**config.mk**
```make
export PLATFORM = sky130hd
export DESIGN_NAME = port_rr_arbiter
export DESIGN_NICKNAME = d
export VERILOG_FILES = /design/src/rtl/port_arb_pkg.sv /design/src/rtl/rr_pick.sv /design/src/rtl/port_rr_arbiter.sv
export SDC_FILE = /design/constraint.sdc
export NUM_CORES = 1
export LEC_CHECK = 0
export ABC_AREA = 0
export ABC_CLOCK_PERIOD_IN_PS = 7400
export CAP_MARGIN = 20
export CORE_MARGIN = 4
export CORE_UTILIZATION = 50
export CTS_BUF_LIST = sky130_fd_sc_hd__clkbuf_4 sky130_fd_sc_hd__clkbuf_8 sky130_fd_sc_hd__clkbuf_16
export DETAILED_ROUTE_END_ITERATION = 10
export GPL_ROUTABILITY_DRIVEN = 0
export PLACE_DENSITY = 0.8
export SETUP_SLACK_MARGIN = 0.02
export SLEW_MARGIN = 15
export SYNTH_ARGS = -nofsm -noshare
export SYNTH_HDL_FRONTEND = slang
export SYNTH_SLANG_ARGS = --single-unit
```
**constraint.sdc**
```tcl
create_clock -name i_clk -period 7.4 [get_ports i_clk]
set_clock_uncertainty 0.05 [all_clocks]
set_input_delay 1.48 -clock i_clk [delete_from_list [all_inputs] [get_ports i_clk]]
set_output_delay 1.48 -clock i_clk [all_outputs]
set_load 0.05 [all_outputs]
```
**src/rtl/port_arb_pkg.sv**
```systemverilog
// -----------------------------------------------------------------------------
// port_arb_pkg
//   Shared types and helpers for the port round-robin arbiter.
//   - arb_state_e    : arbiter FSM state (IDLE / BUSY)
//   - idxw()         : width of a binary port index, max(1, clog2(n))
//   - idx_to_onehot(): binary index -> one-hot vector (MAX_PORTS wide)
//   - onehot_to_idx(): one-hot vector -> binary index (MAX_PORTS wide)
// -----------------------------------------------------------------------------
package port_arb_pkg;

  localparam int MAX_PORTS = 64;
  localparam int MAX_IDXW  = 6;

  typedef enum logic {
    ST_IDLE = 1'b0,
    ST_BUSY = 1'b1
  } arb_state_e;

  // Width needed to hold an index in 0..n-1, never less than one bit.
  function automatic int idxw(input int n);
    return (n <= 2) ? 1 : $clog2(n);
  endfunction

  function automatic logic [MAX_PORTS-1:0] idx_to_onehot(input logic [MAX_IDXW-1:0] idx);
    return {{(MAX_PORTS-1){1'b0}}, 1'b1} << idx;
  endfunction

  // OR-reduction of the set bit positions; exact for a one-hot input.
  function automatic logic [MAX_IDXW-1:0] onehot_to_idx(input logic [MAX_PORTS-1:0] oh);
    logic [MAX_IDXW-1:0] idx;
    idx = '0;
    for (int i = 0; i < MAX_PORTS; i++) begin
      if (oh[i]) idx = idx | MAX_IDXW'(i);
    end
    return idx;
  endfunction

endpackage

```
**src/rtl/rr_pick.sv**
```systemverilog
// -----------------------------------------------------------------------------
// rr_pick
//   Combinational rotating-base priority encoder. Returns the first asserted
//   request at or above 'base', wrapping around to index 0 if none is found.
//   With base tied to 0 it degenerates into a lowest-index-wins encoder.
//
//   Ports
//     req   [PORTNUM]  request vector
//     base  [IDXW]     index where the search starts
//     win   [PORTNUM]  one-hot winner (0 when no request)
//     valid            at least one request asserted
// -----------------------------------------------------------------------------
module rr_pick
  import port_arb_pkg::*;
#(
  parameter  int PORTNUM = 16,
  localparam int IDXW    = idxw(PORTNUM)
) (
  input  logic [PORTNUM-1:0] req,
  input  logic [IDXW-1:0]    base,
  output logic [PORTNUM-1:0] win,
  output logic               valid
);

  logic [MAX_PORTS-1:0] base_oh;
  logic [PORTNUM-1:0]   upper_mask;
  logic [PORTNUM-1:0]   upper_req;
  logic [PORTNUM-1:0]   sel;

  always_comb begin
    base_oh    = idx_to_onehot(MAX_IDXW'(base));
    // Thermometer mask: ones at positions >= base.
    upper_mask = PORTNUM'(~(base_oh - 64'd1));
    upper_req  = req & upper_mask;
    // Requests at/above base take precedence; otherwise wrap to the bottom.
    sel        = (|upper_req) ? upper_req : req;
    // Isolate the lowest set bit of the chosen half.
    win        = sel & (~sel + PORTNUM'(1));
    valid      = |req;
  end

endmodule

```
**src/rtl/port_rr_arbiter.sv**
```systemverilog
// -----------------------------------------------------------------------------
// port_rr_arbiter
//   Packet-level arbiter for PORTNUM requesters. In IDLE it picks a winner
//   (round-robin or fixed priority), pulses o_resp for one cycle and holds
//   ownership in o_grant until i_eop or an optional timeout releases it.
//
//   Handshake: a port raises i_req as a level. A grant is taken on the edge
//   where the arbiter is IDLE (o_port_ready=1) and at least one i_req is set;
//   that edge produces a one-cycle o_resp pulse and loads o_grant/o_grant_idx.
//   The owner then keeps the bus until it signals i_eop (sampled only while
//   BUSY) or the timeout fires. Requests are not looked at while BUSY, and
//   every release is followed by at least one IDLE cycle before the next grant.
//
//   Parameters
//     PORTNUM  number of requesting ports (2..64)
//     RR_EN    1 = round-robin, 0 = fixed priority (lowest index wins)
//     TIMEOUT  BUSY cycles before forced release; 0 disables
//
//   Ports
//     i_clk         clock, rising edge
//     i_rst         synchronous active-high reset
//     i_req         per-port request level
//     i_eop         end of packet from the current owner
//     o_port_ready  arbiter idle (decoded from the state register)
//     o_resp        one-hot, one-cycle grant pulse
//     o_nresp       bitwise inverse of o_resp
//     o_grant       one-hot owner, 0 while idle
//     o_grant_idx   binary owner index, holds while idle
//     o_timeout     one-cycle pulse on forced release
//     o_dbg_state   current FSM state for observation
// -----------------------------------------------------------------------------
module port_rr_arbiter
  import port_arb_pkg::*;
#(
  parameter  int PORTNUM = 16,
  parameter  int RR_EN   = 1,
  parameter  int TIMEOUT = 0,
  localparam int IDXW    = idxw(PORTNUM)
) (
  input  logic               i_clk,
  input  logic               i_rst,
  input  logic [PORTNUM-1:0] i_req,
  input  logic               i_eop,
  output logic               o_port_ready,
  output logic [PORTNUM-1:0] o_resp,
  output logic [PORTNUM-1:0] o_nresp,
  output logic [PORTNUM-1:0] o_grant,
  output logic [IDXW-1:0]    o_grant_idx,
  output logic               o_timeout,
  output arb_state_e         o_dbg_state
);

  // Counter is wide enough to hold TIMEOUT; it saturates at all ones.
  localparam int                CNTW     = idxw(TIMEOUT + 1);
  localparam bit                TO_EN    = (TIMEOUT > 0);
  localparam logic [CNTW-1:0]   CNT_LAST = CNTW'((TIMEOUT > 0) ? TIMEOUT - 1 : 0);
  localparam logic [IDXW-1:0]   IDX_LAST = IDXW'(PORTNUM - 1);

  arb_state_e         state_q, state_d;
  logic [IDXW-1:0]    ptr_q, ptr_d;
  logic [CNTW-1:0]    cnt_q, cnt_d;
  logic [PORTNUM-1:0] resp_d;
  logic [PORTNUM-1:0] grant_d;
  logic [IDXW-1:0]    idx_d;
  logic               timeout_d;

  logic [IDXW-1:0]    base;
  logic [PORTNUM-1:0] win;
  logic               win_valid;
  logic [IDXW-1:0]    win_idx;
  logic [IDXW-1:0]    ptr_next;

  // Fixed priority is the same encoder searching from index 0.
  assign base = (RR_EN != 0) ? ptr_q : '0;

  rr_pick #(
    .PORTNUM (PORTNUM)
  ) u_pick (
    .req   (i_req),
    .base  (base),
    .win   (win),
    .valid (win_valid)
  );

  assign win_idx  = IDXW'(onehot_to_idx(64'(win)));
  // (k+1) mod PORTNUM without a divider.
  assign ptr_next = (win_idx == IDX_LAST) ? '0 : win_idx + IDXW'(1);

  always_comb begin
    state_d   = state_q;
    ptr_d     = ptr_q;
    cnt_d     = cnt_q;
    resp_d    = '0;
    grant_d   = o_grant;
    idx_d     = o_grant_idx;
    timeout_d = 1'b0;

    case (state_q)
      ST_IDLE: begin
        if (win_valid) begin
          state_d = ST_BUSY;
          resp_d  = win;
          grant_d = win;
          idx_d   = win_idx;
          ptr_d   = ptr_next;
          cnt_d   = '0;
        end
      end

      ST_BUSY: begin
        if (cnt_q != '1) cnt_d = cnt_q + CNTW'(1);
        // eop wins over a coincident timeout, so no pulse in that case.
        if (i_eop) begin
          state_d = ST_IDLE;
          grant_d = '0;
        end else if (TO_EN && (cnt_q == CNT_LAST)) begin
          state_d   = ST_IDLE;
          grant_d   = '0;
          timeout_d = 1'b1;
        end
      end

      default: begin
        state_d = ST_IDLE;
        grant_d = '0;
      end
    endcase
  end

  always_ff @(posedge i_clk) begin
    if (i_rst) begin
      state_q     <= ST_IDLE;
      ptr_q       <= '0;
      cnt_q       <= '0;
      o_resp      <= '0;
      o_nresp     <= '1;
      o_grant     <= '0;
      o_grant_idx <= '0;
      o_timeout   <= 1'b0;
    end else begin
      state_q     <= state_d;
      ptr_q       <= ptr_d;
      cnt_q       <= cnt_d;
      o_resp      <= resp_d;
      o_nresp     <= ~resp_d;
      o_grant     <= grant_d;
      o_grant_idx <= idx_d;
      o_timeout   <= timeout_d;
    end
  end

  assign o_port_ready = (state_q == ST_IDLE);
  assign o_dbg_state  = state_q;

endmodule

```
==> out/results.txt, run 1 <==
The flow ran to the end, and the final reports show no timing, DRC or antenna violations. After detailed routing, the average wire length per cell comes to 16.7 um. The number of global-route vias before repair is 2452. The cell total after placement is 430, and the final setup TNS is 0 ps. The fraction of registers with async set/reset is 0%, and the starting utilization of the core area is 51.7%. The setup-violating endpoint count in the final report came out at 0. Synthesis produced 301 cells. The net count of the finished layout is 392. The run gives 189 uV as the highest ir drop seen on vdd. The number of different library cells used by synthesis comes to 69.

The gate family responsible for the most delay along the worst path is simple AND/OR/NAND/NOR gates. From left edge to right edge, the die measures 80.9 um. Fraction of the cycle the final worst path needs: 69.8%.

In this run the standard cell core region covers 0.00514 mm2. The mean cell area of the mapped netlist came out at 8.82 um2. Wires add up to 7.46 mm. The signal on the critical path passes through inv_1, or4_1, ha_1, or3_1, a211o_1, a211o_4, nor4_4, a221o_2, nor3_1, o311ai_2, nand2_1, ha_1, nor3_1, o211ai_1, o211ai_1. The sequential-to-total area share from yosys stat came out at 43.0%. The clock network latency to the later pin of the worst-skew pair is 330 ps, and the highest fanout seen on the critical path is 11.

The area overhead of the layout relative to synthesis came out at 34.8%. The wire length of the first global-routing pass is 11.6 mm, and the tightest hold margin is 390 ps. For the count of inserted antenna diode cells, the log shows 0. The combined buffer and inverter count along the critical path is 1, and the detailed-routing iteration count for the pre-antenna-repair pass is 5.

The die footprint is 0.00654 mm2, and the number of antenna violations at the first check in global routing is 0. For the worst slew slack as a fraction of its limit, the log shows 32.9%. During I/O placement, the number of pins put on the boundary was 74.

The deepest clock path buffer count is 2. The placement row count was 26; the post-synthesis sequential element count was 57. The tree is rooted in a sky130_fd_sc_hd__clkbuf_8. Summed over all cells, the static leakage comes to 1.42 nW. During synthesis, Yosys emitted a total of 0 warnings. The count of nets left with antenna violations once routing finished came out at 0. By instance count, the leading cell after synthesis is sky130_fd_sc_hd__dfxtp_1. Primary flip-flop cell chosen by synthesis mapping: sky130_fd_sc_hd__dfxtp_1. The share of cells above drive strength 1 works out to 9.84%. Counting every net in the synthesized netlist gives 322. The tools report the final non-filler cell area as 0.00358 mm2. Input and output buffers added on the ports amount to 72. For the non-filler instance count after layout, the log shows 446. The total of fill cells in the finished design is 427. The tool flagged a number of max-cap violations equal to 0. In this run the vertical extent of the chip is 80.9 um. For the number of hold violations in the final report, the log shows 0. The element type at the critical path end was a flip-flop. At the end of the flow the core is filled with cells to 69.7%. For the worst setup path, the data required time is 7610 ps. On the worst path, the slowest cell contributes a delay of 620 ps. TritonCTS built the clock tree. The number of setup buffers added after CTS is 0. The number of enable-type register cells in the synthesized netlist was 0. The via density per instance was 5.79.

The max-slew violation total from the final report is 0. Setup repair after global routing left no endpoint under its margin. Counting instances in the post-synthesis netlist gives the leading cell types as 57 x sky130_fd_sc_hd__dfxtp_1, 38 x sky130_fd_sc_hd__nand2_1, 28 x sky130_fd_sc_hd__inv_1.

In this run, post-CTS hold repair placed 0 buffers. The worst hold path belongs to the class flip-flop to flip-flop. Counting I/O delays and the setup requirement, the final critical path takes 5160 ps.

Entering global routing, the biggest net connects 21 pins. After clock tree synthesis, the clock-pin slew on the worst setup and hold paths is 60 ps. Of all cell types, the one taking the most synthesized area is sky130_fd_sc_hd__dfxtp_1.

The wire-length estimate of the detail-placed layout is 5.49 mm. The critical setup path kind was flip-flop to flip-flop. The tools report the number of clock sinks as 57.

After detailed routing, the number of remaining DRC violations is 0. The detailed router placed 2584 vias in this run. The H-tree depth is 3, and the placed instance area is 0.00336 mm2. In this run the power density over the cells is 321 mW/mm2. The worst setup path is launched from a flip-flop. The data arrival at the endpoint of the critical path was 5370 ps.

TritonCTS created 9 clock buffers. The number of DRC markers after the initial detailed-route iteration is 274, and the slew of the pin with the lowest slew margin is 993 ps. Based on the critical path, the design can be clocked at up to 194 MHz. Ranked by total cell area, the synthesized netlist is headed by sky130_fd_sc_hd__dfxtp_1 43%, sky130_fd_sc_hd__nand2_1 5.4%, sky130_fd_sc_hd__inv_1 4.0%.

The slowest stage of the critical path is the sky130_fd_sc_hd__nor4_4 cell. Summed over all layers, the global routing overflow is 0. The share of synthesized area in the top cell type comes to 43.0%.

Summing every instance area after synthesis gives 0.00266 mm2. In this run, post-CTS repair resized a total of 0 instances. The run gives 23.3% as the overall fraction of global-route tracks in use.
[cells by family (layout without fill, tap and decap cells)]
group                      count (synthesis)  in the layout  share of synthesized area [%]
adders and majority gates                  2              2                          0.942
other                                      1              1                          0.141
AOI/OAI and AO/OA                         83             83                           24.9
and+or+nand+nor                          115            115                           22.6
DFF                                       57             57                           43.0
buffers and inverters                     41            116                           7.77
xor gates and xnor gates                   2              2                          0.660
[power by group]
part | switching, mW | leakage [nW] | internal (mW)
combinational | 0.304 | 0.848 | 0.169
clock | 0.119 | 0.105 | 0.182
sequential | 0.0395 | 0.462 | 0.335
[area by class of cell]
class	count	area (um2)	share of cell area (%)
sequential	57	1140	31.9
timing repair buffer	72	721	20.1
inverter	28	105	2.94
clock buffer	12	165	4.61
multi-input combinational	203	1310	36.6
tap	70	87.6	2.45
clock inverter	4	50.0	1.40
[stage by stage]
step           power, mW  setup WS, ps
6_report            1.15          2240
3_5_place_dp       0.837          2100
2_1_floorplan      0.733          3060
4_1_cts             1.14          2310
3_3_place_gp       0.829          2210
5_1_grt             1.20          2030
[worst reg2reg max path: stages (launching register included)]
cell                       delay, ps
sky130_fd_sc_hd__dfxtp_1         610
sky130_fd_sc_hd__inv_1           190
sky130_fd_sc_hd__or4_1           560
sky130_fd_sc_hd__ha_1            350
sky130_fd_sc_hd__or3_1           360
sky130_fd_sc_hd__a211o_1         330
sky130_fd_sc_hd__a211o_4         380
sky130_fd_sc_hd__nor4_4          620
sky130_fd_sc_hd__a221o_2         350
sky130_fd_sc_hd__nor3_1          110
sky130_fd_sc_hd__o311ai_2        350
sky130_fd_sc_hd__nand2_1         100
sky130_fd_sc_hd__ha_1            260
sky130_fd_sc_hd__nor3_1          190
sky130_fd_sc_hd__o211ai_1        140
sky130_fd_sc_hd__o211ai_1        130
[placed cells by master (no fill, tap or decap), types with 10 or more instances in the layout]
| cell | netlist | routed |
|---|---|---|
| sky130_fd_sc_hd__clkdlybuf4s50_1 | 0 | 72 |
| sky130_fd_sc_hd__inv_1 | 28 | 28 |
| sky130_fd_sc_hd__nand2_1 | 38 | 38 |
| sky130_fd_sc_hd__nor2_1 | 18 | 17 |
| sky130_fd_sc_hd__clkbuf_8 | 0 | 12 |
| sky130_fd_sc_hd__dfxtp_1 | 57 | 57 |
| sky130_fd_sc_hd__o21ai_0 | 10 | 10 |
| sky130_fd_sc_hd__nor3_1 | 19 | 19 |
| sky130_fd_sc_hd__a21oi_1 | 12 | 12 |
[layer usage]
| layer | part of all wire, % | track usage, % |
|---|---|---|
| met1 | 40 | 27.6 |
| met2 | 48 | 39.7 |
| met3 | 9.4 | 5.21 |
| met4 | 2.0 | 11.5 |
| met5 | 0 | 0 |
[registers in the layout, summed over array words and instances (netlist names)]
register / flops
o_grant: 16
o_nresp: 16
o_resp: 16
base: 4
o_grant_idx: 4
o_dbg_state: 1
[worst paths after layout]
path,startpoint,endpoint,slack [ps],cells after the start
max reg2reg,base[0]$_SDFFE_PP0P_,base[2]$_SDFFE_PP0P_,2240,15
max,base[0]$_SDFFE_PP0P_,base[2]$_SDFFE_PP0P_,2240,15
min reg2reg,o_grant[3]$_SDFFE_PP0P_,o_grant[3]$_SDFFE_PP0P_,390,2
min,o_grant[3]$_SDFFE_PP0P_,o_grant[3]$_SDFFE_PP0P_,390,2
(Power assumes the default switching activity.)
==> inputs of run 2 (changes only) <==
Settings changed: ABC_CLOCK_PERIOD_IN_PS 7400 to 4900, CORE_UTILIZATION 50 to 48, PLACE_DENSITY 0.8 to 0.77.
Clock period 7.4 ns to 4.9 ns, I/O delays scaled along.
==> run 2 against run 1 <==
Sequential power rose by 44%. Die area is 3.8% higher. Cell area rose by 2.4%. Global-route usage shrank 0.23 points. Cell count is 2.5% higher. Maximum frequency increased by 13%.
==> out/results.txt, run 2 (synthesized netlist as in run 1, its figures left out) <==
The flow ran to the end, and the final reports show no timing, DRC or antenna violations. The fraction of the cycle the final worst path needs is 93.4%. Counting along the longest clock path gives a buffer depth of 2.

The number of antenna violations at the first check in global routing was 0. The number of global-route vias before repair came out at 2459. The met1 demand-to-capacity share in global routing is 28.0%. The initialized floorplan defines 26 standard-cell rows. The number of clock buffers added by TritonCTS is 9. Port buffering added 72 buffers.

For the worst path required time, the log shows 5100 ps. The tools report the startpoint of the lowest-slack register-to-register path as base[0]$_SDFFE_PP0P_. Dividing the detail-routed wire length by the instance count gives 16.1 um.

STA classifies the critical path startpoint as a flip-flop. The tools report the DRC violation count after routing as 0. Slowest stage cell on the critical path: sky130_fd_sc_hd__or4_1. The die footprint was 0.00679 mm2. Summed over all cells, the static leakage comes to 1.47 nW.

The global route total overflow was 0. Setup repair after global routing left no endpoint under its margin. The type of the most critical hold path was flip-flop to flip-flop. The tools report the pin count of the biggest net entering global routing as 18.

Static timing analysis puts the maximum clock frequency at 218 MHz. In the global route stage, met3 resource usage came out at 6.94%. Of all nets on the critical path, the largest fanout is 11.

The tools report the count of pins on the block boundary as 74. For the starting utilization of the core area, the log shows 50.7%. The via density per instance was 5.76.

The critical path is of the flip-flop to flip-flop type. TritonCTS built the clock tree. At the worst endpoint, the arrival time is 4780 ps. For this run, global-route usage on met2 was measured as 36.5%. In the final layout, the registers with the most flip-flops are o_grant: 16 flops, o_nresp: 16 flops, o_resp: 16 flops. The share of cells above drive strength 1 was 12.4%. For this run, the total global-route usage over all layers was measured as 23.1%. In this run the post-CTS setup repair buffer count came out at 0.

Before antenna repair, the detailed router went through 5 iterations. The highest ir drop seen on vdd came out at 274 uV. The first global-routing pass estimated 11.7 mm of wire. The combined buffer and inverter count along the critical path is 1. For the pin with the worst max-slew slack, the measured transition is 678 ps. At the later pin of the worst-skew pair, clock insertion delay measures 330 ps.

Summed over all layers, the routed wires come to 7.37 mm. The area overhead of the layout relative to synthesis works out to 38.1%. The clock net in this run drives a total of 57 sinks.

In this run the number of H-tree levels came out at 3. Walking the worst path, the cells encountered are inv_1, or4_1, ha_1, or3_1, a211o_1, a211o_4, nor4_4, a221o_2, nor3_1, o311ai_2, nand2_1, ha_1, nor3_1, o211ai_1, o211ai_1. The tool flagged a number of max-cap violations equal to 0. The startpoint of the lowest-slack hold path is o_grant[1]$_SDFFE_PP0P_. The gate family responsible for the most delay along the worst path is simple AND/OR/NAND/NOR gates. Summing internal, switching and leakage power gives 1.75 mW. The setup-violating endpoint count in the final report is 0, and the core box area is 0.00524 mm2.

The tools report the number of DRC markers after the initial detailed-route iteration as 249. The tree is rooted in a sky130_fd_sc_hd__clkbuf_8. The top cell types in the final layout, fill and taps aside, are 72 x sky130_fd_sc_hd__clkdlybuf4s50_1, 56 x sky130_fd_sc_hd__dfxtp_1, 38 x sky130_fd_sc_hd__nand2_1, 28 x sky130_fd_sc_hd__inv_1, 19 x sky130_fd_sc_hd__nor3_1.

The worst setup path is captured at a flip-flop. The number of hold violations in the final report is 0, and the clock slew at the register clock pins of the worst setup and hold paths is 70 ps. Across all layers, the routed design uses 2633 vias. The non-filler instance count after layout came out at 457. Die boundary height: 82.4 um. After the last flow step, the layout net total stands at 403. After legalization and detailed placement, the total HPWL measured 5.61 mm. Leaving out fill and tap cells, the most frequent cell in the layout is sky130_fd_sc_hd__clkdlybuf4s50_1. Counting tap cells, the placed design contains a total of 441 instances.

The antenna violation net count after detailed routing was 0; the width of the chip was 82.4 um. Max-slew violation total from the final report: 0. Setup total negative slack on the finished layout was measured at 0 ps. The largest incremental delay on the critical path is 530 ps, and the power per cell area is 478 mW/mm2. For the count of inserted antenna diode cells, the log shows 0. The worst path in the final design needs a cycle of 4580 ps, including I/O delays and setup. The worst slew slack as a fraction of its limit is 54.8%.

The critical path starts at base[0]$_SDFFE_PP0P_. The most utilized layer in the global route result was met2. The filler cells instantiated in the layout total 431.
[run 2: power breakdown]
| group | leakage [nW] | internal, mW | switching (mW) |
|---|---|---|---|
| Sequential | 0.463 | 0.506 | 0.0321 |
| Clock | 0.106 | 0.268 | 0.184 |
| Combinational | 0.905 | 0.276 | 0.486 |
[run 2: tightest hold or removal path, cell delays in order (launching register included)]
cell,delay (ps)
sky130_fd_sc_hd__dfxtp_1,310
sky130_fd_sc_hd__nand2_1,50
sky130_fd_sc_hd__nand2_1,40
[run 2: repair_timing]
item / 4_1_cts / 5_1_grt
gates resized for setup: 0 / 2
hold buffers: 0 / 0
endpoints found under the setup margin: 0 / 2
[run 2: worst paths after layout]
kind / endpoint / cells after the start / slack (ps)
worst max-delay path: base[2]$_SDFFE_PP0P_ / 15 / 320
worst min register to register: o_grant[1]$_SDFFE_PP0P_ / 2 / 390
worst min-delay path: o_grant[1]$_SDFFE_PP0P_ / 2 / 390
worst max register to register: base[2]$_SDFFE_PP0P_ / 15 / 320
[run 2: layout make-up]
cell class / instances / area, um2 / area share (%)
Timing Repair Buffer: 83 / 803 / 21.9
Tap cell: 70 / 87.6 / 2.39
Clock inverter: 4 / 51.3 / 1.40
Clock buffer: 12 / 159 / 4.33
Sequential cell: 57 / 1140 / 31.1
Inverter: 28 / 105 / 2.86
Multi-Input combinational cell: 203 / 1320 / 36.0
[run 2: per-layer routing]
| layer | share of wire, % | vias to the layer above |
|---|---|---|
| li1 | - | 1239 |
| met1 | 40 | 1212 |
| met2 | 47 | 160 |
| met3 | 10 | 22 |
| met4 | 2.3 | 0 |
| met5 | 0 | - |
[run 2: metrics by stage]
stage / utilization, % / worst slack [ps] / hold WS (ps) / instance area (um2)
2_1_floorplan: - / 562 / 609 / 2660
5_1_grt: 70.0 / 68.4 / 422 / 3670
6_report: 70.0 / 323 / 390 / 3670
4_1_cts: 69.8 / 201 / 392 / 3660
3_3_place_gp: 65.8 / 428 / 380 / 3450
3_5_place_dp: 65.8 / 262 / 383 / 3450
==> inputs of run 3 (changes only) <==
Settings changed: CTS_CLUSTER_SIZE from default to 8.
==> results of run 3 <==
Same layout as run 2: the final DEF is identical, and so are final timing and power.
